--- config.mk ---
export PLATFORM = sky130hd
export DESIGN_NAME = idecode_pipe
export DESIGN_NICKNAME = d
export VERILOG_FILES = /design/src/rtl/idecode_pipe.sv
export SDC_FILE = /design/constraint.sdc
export NUM_CORES = 1
export LEC_CHECK = 0
export ABC_AREA = 0
export CAP_MARGIN = 20
export CORE_MARGIN = 2
export CORE_UTILIZATION = 44
export DETAILED_ROUTE_END_ITERATION = 8
export HOLD_SLACK_MARGIN = 0.03
export PLACE_DENSITY = 0.82
export SETUP_SLACK_MARGIN = 0.4
export SYNTH_ARGS = -nofsm -noshare
export SYNTH_HDL_FRONTEND = slang
export SYNTH_SLANG_ARGS = --single-unit
--- constraint.sdc ---
create_clock -name clk -period 1.95 [get_ports clk]
set_input_delay 0.39 -clock clk [delete_from_list [all_inputs] [get_ports clk]]
set_output_delay 0.39 -clock clk [all_outputs]
set_load 0.01 [all_outputs]
--- src/rtl/idecode_pipe.sv ---
// idecode_pipe: pipelined instruction decoder with a DEPTH-entry record FIFO.
//   Splits a 32-bit instruction into register/shift fields, builds the 12-bit
//   control word, memory-write code and extended immediate, and queues the
//   decoded record so fetch can run ahead of execute stalls.
// Ports:
//   clk, rst_n        clock, asynchronous active-low reset
//   flush             synchronous discard of all buffered records
//   in_valid/in_ready instruction handshake (in_ready = count != DEPTH)
//   inst              32-bit instruction word
//   out_valid/out_ready head-record handshake (out_valid = count != 0)
//   ctrl, wmem, rd, rs, rt, shift, imm  head-record fields
//   count             current occupancy
//   illegal           head-record illegal-opcode flag (IDECODE_ILLEGAL_CHK_EN only)
// Optional build macro: IDECODE_ILLEGAL_CHK_EN adds the illegal output and check.
module idecode_pipe #(
    parameter int unsigned IMM_W      = 32,
    parameter int unsigned DEPTH      = 2,
    parameter int unsigned ZEXT_LOGIC = 1
) (
    input  logic                         clk,
    input  logic                         rst_n,
    input  logic                         flush,
    input  logic                         in_valid,
    output logic                         in_ready,
    input  logic [31:0]                  inst,
    output logic                         out_valid,
    input  logic                         out_ready,
    output logic [11:0]                  ctrl,
    output logic [1:0]                   wmem,
    output logic [4:0]                   rd,
    output logic [4:0]                   rs,
    output logic [4:0]                   rt,
    output logic [4:0]                   shift,
    output logic [IMM_W-1:0]             imm,
    output logic [$clog2(DEPTH+1)-1:0]   count
`ifdef IDECODE_ILLEGAL_CHK_EN
    ,
    output logic                         illegal
`endif
);

    localparam int unsigned PTR_W = $clog2(DEPTH);
    localparam int unsigned CNT_W = $clog2(DEPTH + 1);

    // Combinational decode of the incoming instruction
    logic [5:0]       opc;
    logic [5:0]       func;
    logic [11:0]      ctrl_d;
    logic [1:0]       wmem_d;
    logic [IMM_W-1:0] imm_d;
    logic             zext_c;

    assign opc  = inst[31:26];
    assign func = inst[5:0];

    always_comb begin
        ctrl_d = {opc, 6'd0};
        if (opc == 6'd0) begin
            ctrl_d = {opc, func};
        end
        wmem_d = 2'b00;
        if (ctrl_d == 12'd2048) begin
            wmem_d = 2'b10;
        end else if (ctrl_d == 12'd2560) begin
            wmem_d = 2'b11;
        end
    end

    // Logical-immediate opcodes zero-extend only when enabled
    assign zext_c = (ZEXT_LOGIC != 0) &&
                    ((opc == 6'h0C) || (opc == 6'h0D) || (opc == 6'h0E));

    generate
        if (IMM_W > 16) begin : g_ext
            assign imm_d = zext_c ? {{(IMM_W-16){1'b0}}, inst[15:0]}
                                  : {{(IMM_W-16){inst[15]}}, inst[15:0]};
        end else begin : g_pass
            assign imm_d = inst[15:0];
        end
    endgenerate

`ifdef IDECODE_ILLEGAL_CHK_EN
    logic illegal_d;
    always_comb begin
        illegal_d = 1'b1;
        case (opc)
            6'h00, 6'h02, 6'h04, 6'h05, 6'h08,
            6'h0C, 6'h0D, 6'h0E, 6'h20, 6'h28: illegal_d = 1'b0;
            default:                           illegal_d = 1'b1;
        endcase
    end
`endif

    // Record storage and FIFO bookkeeping
    logic [11:0]      ctrl_q  [DEPTH];
    logic [1:0]       wmem_q  [DEPTH];
    logic [4:0]       rd_q    [DEPTH];
    logic [4:0]       rs_q    [DEPTH];
    logic [4:0]       rt_q    [DEPTH];
    logic [4:0]       shift_q [DEPTH];
    logic [IMM_W-1:0] imm_q   [DEPTH];
`ifdef IDECODE_ILLEGAL_CHK_EN
    logic             illegal_q [DEPTH];
`endif

    logic [PTR_W-1:0] head_q, head_d;
    logic [PTR_W-1:0] tail_q, tail_d;
    logic [CNT_W-1:0] cnt_q, cnt_d;
    logic             push_c;
    logic             pop_c;

    assign in_ready  = (cnt_q != CNT_W'(DEPTH));
    assign out_valid = (cnt_q != CNT_W'(0));
    assign push_c    = in_valid & in_ready;
    assign pop_c     = out_valid & out_ready;

    // Next-state for pointers and occupancy; flush overrides push/pop
    always_comb begin
        head_d = head_q;
        tail_d = tail_q;
        cnt_d  = cnt_q;
        if (flush) begin
            head_d = '0;
            tail_d = '0;
            cnt_d  = '0;
        end else begin
            if (push_c) begin
                tail_d = tail_q + PTR_W'(1);
            end
            if (pop_c) begin
                head_d = head_q + PTR_W'(1);
            end
            if (push_c && !pop_c) begin
                cnt_d = cnt_q + CNT_W'(1);
            end else if (pop_c && !push_c) begin
                cnt_d = cnt_q - CNT_W'(1);
            end
        end
    end

    always_ff @(posedge clk or negedge rst_n) begin
        if (!rst_n) begin
            head_q <= '0;
            tail_q <= '0;
            cnt_q  <= '0;
        end else begin
            head_q <= head_d;
            tail_q <= tail_d;
            cnt_q  <= cnt_d;
        end
    end

    // Slot write at the tail; slots survive flush
    always_ff @(posedge clk or negedge rst_n) begin
        if (!rst_n) begin
            for (int i = 0; i < int'(DEPTH); i++) begin
                ctrl_q[i]  <= '0;
                wmem_q[i]  <= '0;
                rd_q[i]    <= '0;
                rs_q[i]    <= '0;
                rt_q[i]    <= '0;
                shift_q[i] <= '0;
                imm_q[i]   <= '0;
`ifdef IDECODE_ILLEGAL_CHK_EN
                illegal_q[i] <= 1'b0;
`endif
            end
        end else if (push_c && !flush) begin
            ctrl_q[tail_q]  <= ctrl_d;
            wmem_q[tail_q]  <= wmem_d;
            rd_q[tail_q]    <= inst[25:21];
            rs_q[tail_q]    <= inst[20:16];
            rt_q[tail_q]    <= inst[15:11];
            shift_q[tail_q] <= inst[10:6];
            imm_q[tail_q]   <= imm_d;
`ifdef IDECODE_ILLEGAL_CHK_EN
            illegal_q[tail_q] <= illegal_d;
`endif
        end
    end

    // Outputs always present the head slot
    assign ctrl  = ctrl_q[head_q];
    assign wmem  = wmem_q[head_q];
    assign rd    = rd_q[head_q];
    assign rs    = rs_q[head_q];
    assign rt    = rt_q[head_q];
    assign shift = shift_q[head_q];
    assign imm   = imm_q[head_q];
    assign count = cnt_q;
`ifdef IDECODE_ILLEGAL_CHK_EN
    assign illegal = illegal_q[head_q];
`endif

endmodule

# After elaboration in Yosys (flattened, before gate mapping)
# Index checks and enable logic that the tools add are counted.
[totals]
ff_bits = 136
input_bits = 37
out_inout_bits = 70
elab_cells = 95
[classes]
add_sub_neg = 4
magnitude_cmp = 3
eq_ne = 6
muxes = 47
bitwise = 4
n_reduce_logical = 14
[op_table]
columns = ["operator", "n"]
rows = [
  ["2-to-1 mux 32 bit", 5],
  ["2-to-1 mux 5 bit", 13],
  ["bitwise mux 64 bit", 1],
  ["2-to-1 mux 12 bit", 4],
  ["bitwise mux 10 bit", 4],
  ["demux 32 bit (select 1 bit)", 1],
  ["bitwise mux 24 bit", 1],
  ["equality test 12 bit (second input constant)", 2],
  ["equality test 6 x 4 -> 1 bit (second input constant)", 3],
  ["2-to-1 mux 2 bit", 9],
  ["demux 12 bit (select 1 bit)", 1],
  ["logical NOT 6 bit", 1],
  ["2-to-1 mux 6 bit", 1],
  ["nonzero test 2 bit", 3],
  ["demux 5 bit (select 1 bit)", 1],
  ["bitwise mux 4 bit", 1],
  [">= comparator 2 bit (second input constant)", 2],
  ["logical AND 1 bit", 4],
  ["2-to-1 mux 1 bit", 4],
  ["inverter 1 -> 2 bit", 2],
  ["logical NOT 1 bit", 3],
  ["nonzero test 3 bit", 1],
  ["adder 1 bit (second input constant)", 2],
  ["adder 2 x 1 -> 2 bit (second input constant)", 1],
  ["6 further kinds", 8],
]

# Depth between registers and ports, before layout
[depth]
depth_word = 7
mapped_depth = 5
mapped_depth_nobuf = 4

# Least setup slack after synthesis
# Ideal clock, no wire load.
[synth_path]
kind = "flip-flop to output port"
startpoint = "reg head_q"
endpoint = "out imm[17]"
arrival_ns = 1.512
t_required_ns = 1.560
setup_slack_ns = 0.048
path_stages_with_launch = 5
path_buffers = 3
path_cell_list = "dfrtp_1 > clkbuf_1 > clkbuf_1 > mux2_2 > buf_4"
[synth_between]
elab_chain_cells = 4
[synth_rtl]
columns = ["element", "line_no", "text"]
rows = [
  ["start: declaration", "106", "logic [PTR_W-1:0] head_q, head_d;"],
  ["start signal: assignment", "143", "head_q <= '0;"],
  ["start signal: assignment", "147", "head_q <= head_d;"],
  ["inverter 1 -> 2 bit (implied by the code)", "189", "assign imm = imm_q[head_q];"],
  ["2-to-1 mux 32 bit (implied by the code) (3 in a row)", "189", ""],
  ["end: declaration", "34", "output logic [IMM_W-1:0] imm,"],
]
# No other way between the ends. The select of a mux whose other input is x is not followed.

# Worst setup path in the final report
[layout_path]
startpoint = "reg head_q"
endpoint = "out imm[21]"
# Same word-level chain as after synthesis.

==> metrics <==
status finished, violations left; failing checks negative setup slack; via count just under 3000; worst setup path category flop to output port; wire per inst between 20 and 25 um; post-synthesis cell count 282; r2r worst-path depth 9; # fillers ~500; Worst-Skew Late Latency roughly 0.36 ns; GRT Resource Usage Total roughly 24%; Max-Cap Viols 0; Initial Utilization a little under half; area grow syn2layout 68.0%; fin worst setup slack -0.0211 ns; Fmax between 0.5 and 0.6 GHz; Peak VDD IR approximately 0.7 mV; Power, Total 6140 uW; count leader, synth mux2_2; Post-synth EDFFs 0; post-synth top area cell dfrtp_1; first-pass GRT wire length 18.4 mm; critical path endpoint category output port; RSZ-0062 raised after global routing true; die area 9930 sq um; WP data arrival about 1.6 ns; Syn Nets 319; FFs w/ async S/R, synth between 90% and 100%; LEAKAGE between 0.003 and 0.004 uW; Core Area 8810 sq um; Avg Inst Size Synth approximately 14 sq um; DRT Wirelength about 12 mm; deepest clock path buffer count 2; Max-Slew Margin vs Limit 62.0%; ANT cells 0; Via density between 5 and 6; fin crit share 101%; ratio of cells with drive above 1 in the final layout between 60% and 70%; IO Pins around 110; initial antenna violation count 0; crit path cell chain buf_12 -> buf_8 -> mux2_4 -> buf_6; Synth top area share 53.5%; worst r2r src count[0]; setup TNS -0.230 ns; Primary FF master, synth dfrtp_1; Iteration-0 DRC Markers 87; cell row count 34; FF-to-FF End rd_q[2]; max-slew violation count 0; Worst Skew ~0.014 ns; Cell variety after synth 26; CTS sink cnt 86; Min-Delay Path Class input port to async pin; crit path time final 1.97 ns; clock-pin slew on the worst setup and hold paths 0.09 ns; Mapped Area a little over 4000 sq um; Final setup viols 16; CP max-delay cell dfrtp_2; H-tree level count 3; Synth Register Bits 86; die height approximately 100 um; Final Cell Area 6760 sq um; Final Wtd Congestion about 0.74; synth top area cells dfrtp_1 (53%), mux2_2 (33%), buf_4 (6.2%); chip width between 90 and 100 um; I/O Buffers about 110; hpwl dp 6.00 mm; Post-DRT Antenna Nets 0; Nets between 400 and 500; final hold violation count 0; CTS Buf Count 9; CTS tree built; power per cell area 907 nW/um^2; Synth top cells by count mux2_2 (118), dfrtp_1 (86), buf_4 (33), and3_1 (7); CTS Root Cell clkbuf_8; slowest cell delay on critical path 0.42 ns; drt first pass iters 4; CP Launch Type flop; r2r setup slk 0.06 ns; register area share after synthesis 53.5%; maximum fanout along the worst path 8; residual DRC count 0; vias in the first global route 3169; largest net degree at the start of global routing 42; # hold bufs at CTS 0; DP Area roughly 5200 sq um; Syn. warnings 0; Layout Utilization around 77%; grt ovf 0; worst slew pin tran between 0.5 and 0.6 ns; WP data required roughly 1.6 ns
per-stage QoR:
| stage | cells | setup WS, ns | hold slack (ns) |
|---|---|---|---|
| 3_3_place_gp | 475 | -0.0908 | 0.411 |
| 4_1_cts | 531 | -0.0271 | 0.0328 |
| 3_5_place_dp | 475 | -0.161 | 0.424 |
| 5_1_grt | 539 | -0.0651 | 0.0449 |
| 2_1_floorplan | 282 | 0.332 | 0.0944 |
| 6_report | 539 | -0.0211 | 0.0229 |
cell type report:
| cell class | count | area [sq um] | area share [%] |
|---|---|---|---|
| Sequential cell | 86 | 2160 | 31.9 |
| Clock inverter | 5 | 81.3 | 1.20 |
| Tap cell | 108 | 135 | 2.00 |
| Clock buffer | 11 | 151 | 2.24 |
| Multi-Input combinational cell | 156 | 2090 | 31.0 |
| Timing Repair Buffer | 170 | 2130 | 31.5 |
| Inverter | 3 | 13.8 | 0.203 |
worst max path at each step:
stage / start / endpoint / slack (ns) / cells past startpoint
2_1_floorplan: head_q / imm[17] / 0.33 / 4
4_1_cts: head_q / imm[31] / -0.03 / 4
3_3_place_gp: in_valid / rt_q[6] / -0.09 / 5
5_1_grt: head_q / imm[31] / -0.07 / 4
6_report: head_q / imm[21] / -0.02 / 4
3_5_place_dp: flush / imm_q[62] / -0.16 / 4
cell families (layout without fill, tap and decap cells):
| family | after synthesis | after routing | share of synthesized area, % |
|---|---|---|---|
| DFF | 86 | 86 | 53.5 |
| and+or+nand+nor | 23 | 23 | 3.79 |
| muxes | 123 | 124 | 34.4 |
| buffers and inverters | 41 | 189 | 6.90 |
| xor gates and xnor gates | 1 | 1 | 0.218 |
| AOI/OAI and AO/OA | 8 | 8 | 1.21 |
metal layers:
| metal | track usage (%) | vias up | share of wire [%] | routed length [um] |
|---|---|---|---|---|
| li1 | - | 1265 | - | - |
| met1 | 31.4 | 1510 | 41 | 4800 |
| met2 | 40.4 | 95 | 51 | 6040 |
| met3 | 6.32 | 21 | 5.3 | 626 |
| met4 | 7.69 | 0 | 2.3 | 270 |
| met5 | 0 | - | 0 | 0 |
repair_timing:
action / 4_1_cts / 5_1_grt
cloned: 13 / 0
buffers inserted: 27 / 8
setup endpoints to repair: 153 / 152
endpoints found under the hold margin: 0 / 0
pin swaps: 4 / 4
gates resized for setup: 508 / 14
state kept, by name, summed over array words and instances (netlist names):
signal	count
rt_q	8
wmem_q	4
shift_q	8
rd_q	10
tail_q	1
count	2
head_q	1
ctrl_q	24
imm_q	18
rs_q	10
worst max-delay path: cells and delay by family, from the launching register on:
kind                   cells  cell delay (ns)
multiplexers               1             0.37
flip-flops                 1             0.42
buffers and inverters      3             0.44
where the power goes:
group	total, uW	switching (uW)	internal (uW)
logic	2340	800	1540
registers	2360	227	2130
clock network	1440	645	792
cells in the final DEF (no fill, tap or decap), drive strengths merged, types with 2 or more instances in the layout:
master	synthesis	routed
a21oi	2	2
and3	7	7
buf	33	133
bufinv	0	2
clkbuf	5	13
clkdlybuf4s50	0	34
clkinv	0	2
dfrtp	86	86
inv	3	3
mux2	123	124
nand2	2	2
nor2	4	4
nor4	2	2
o21ai	3	3
Power figures use the tool's default switching activity.
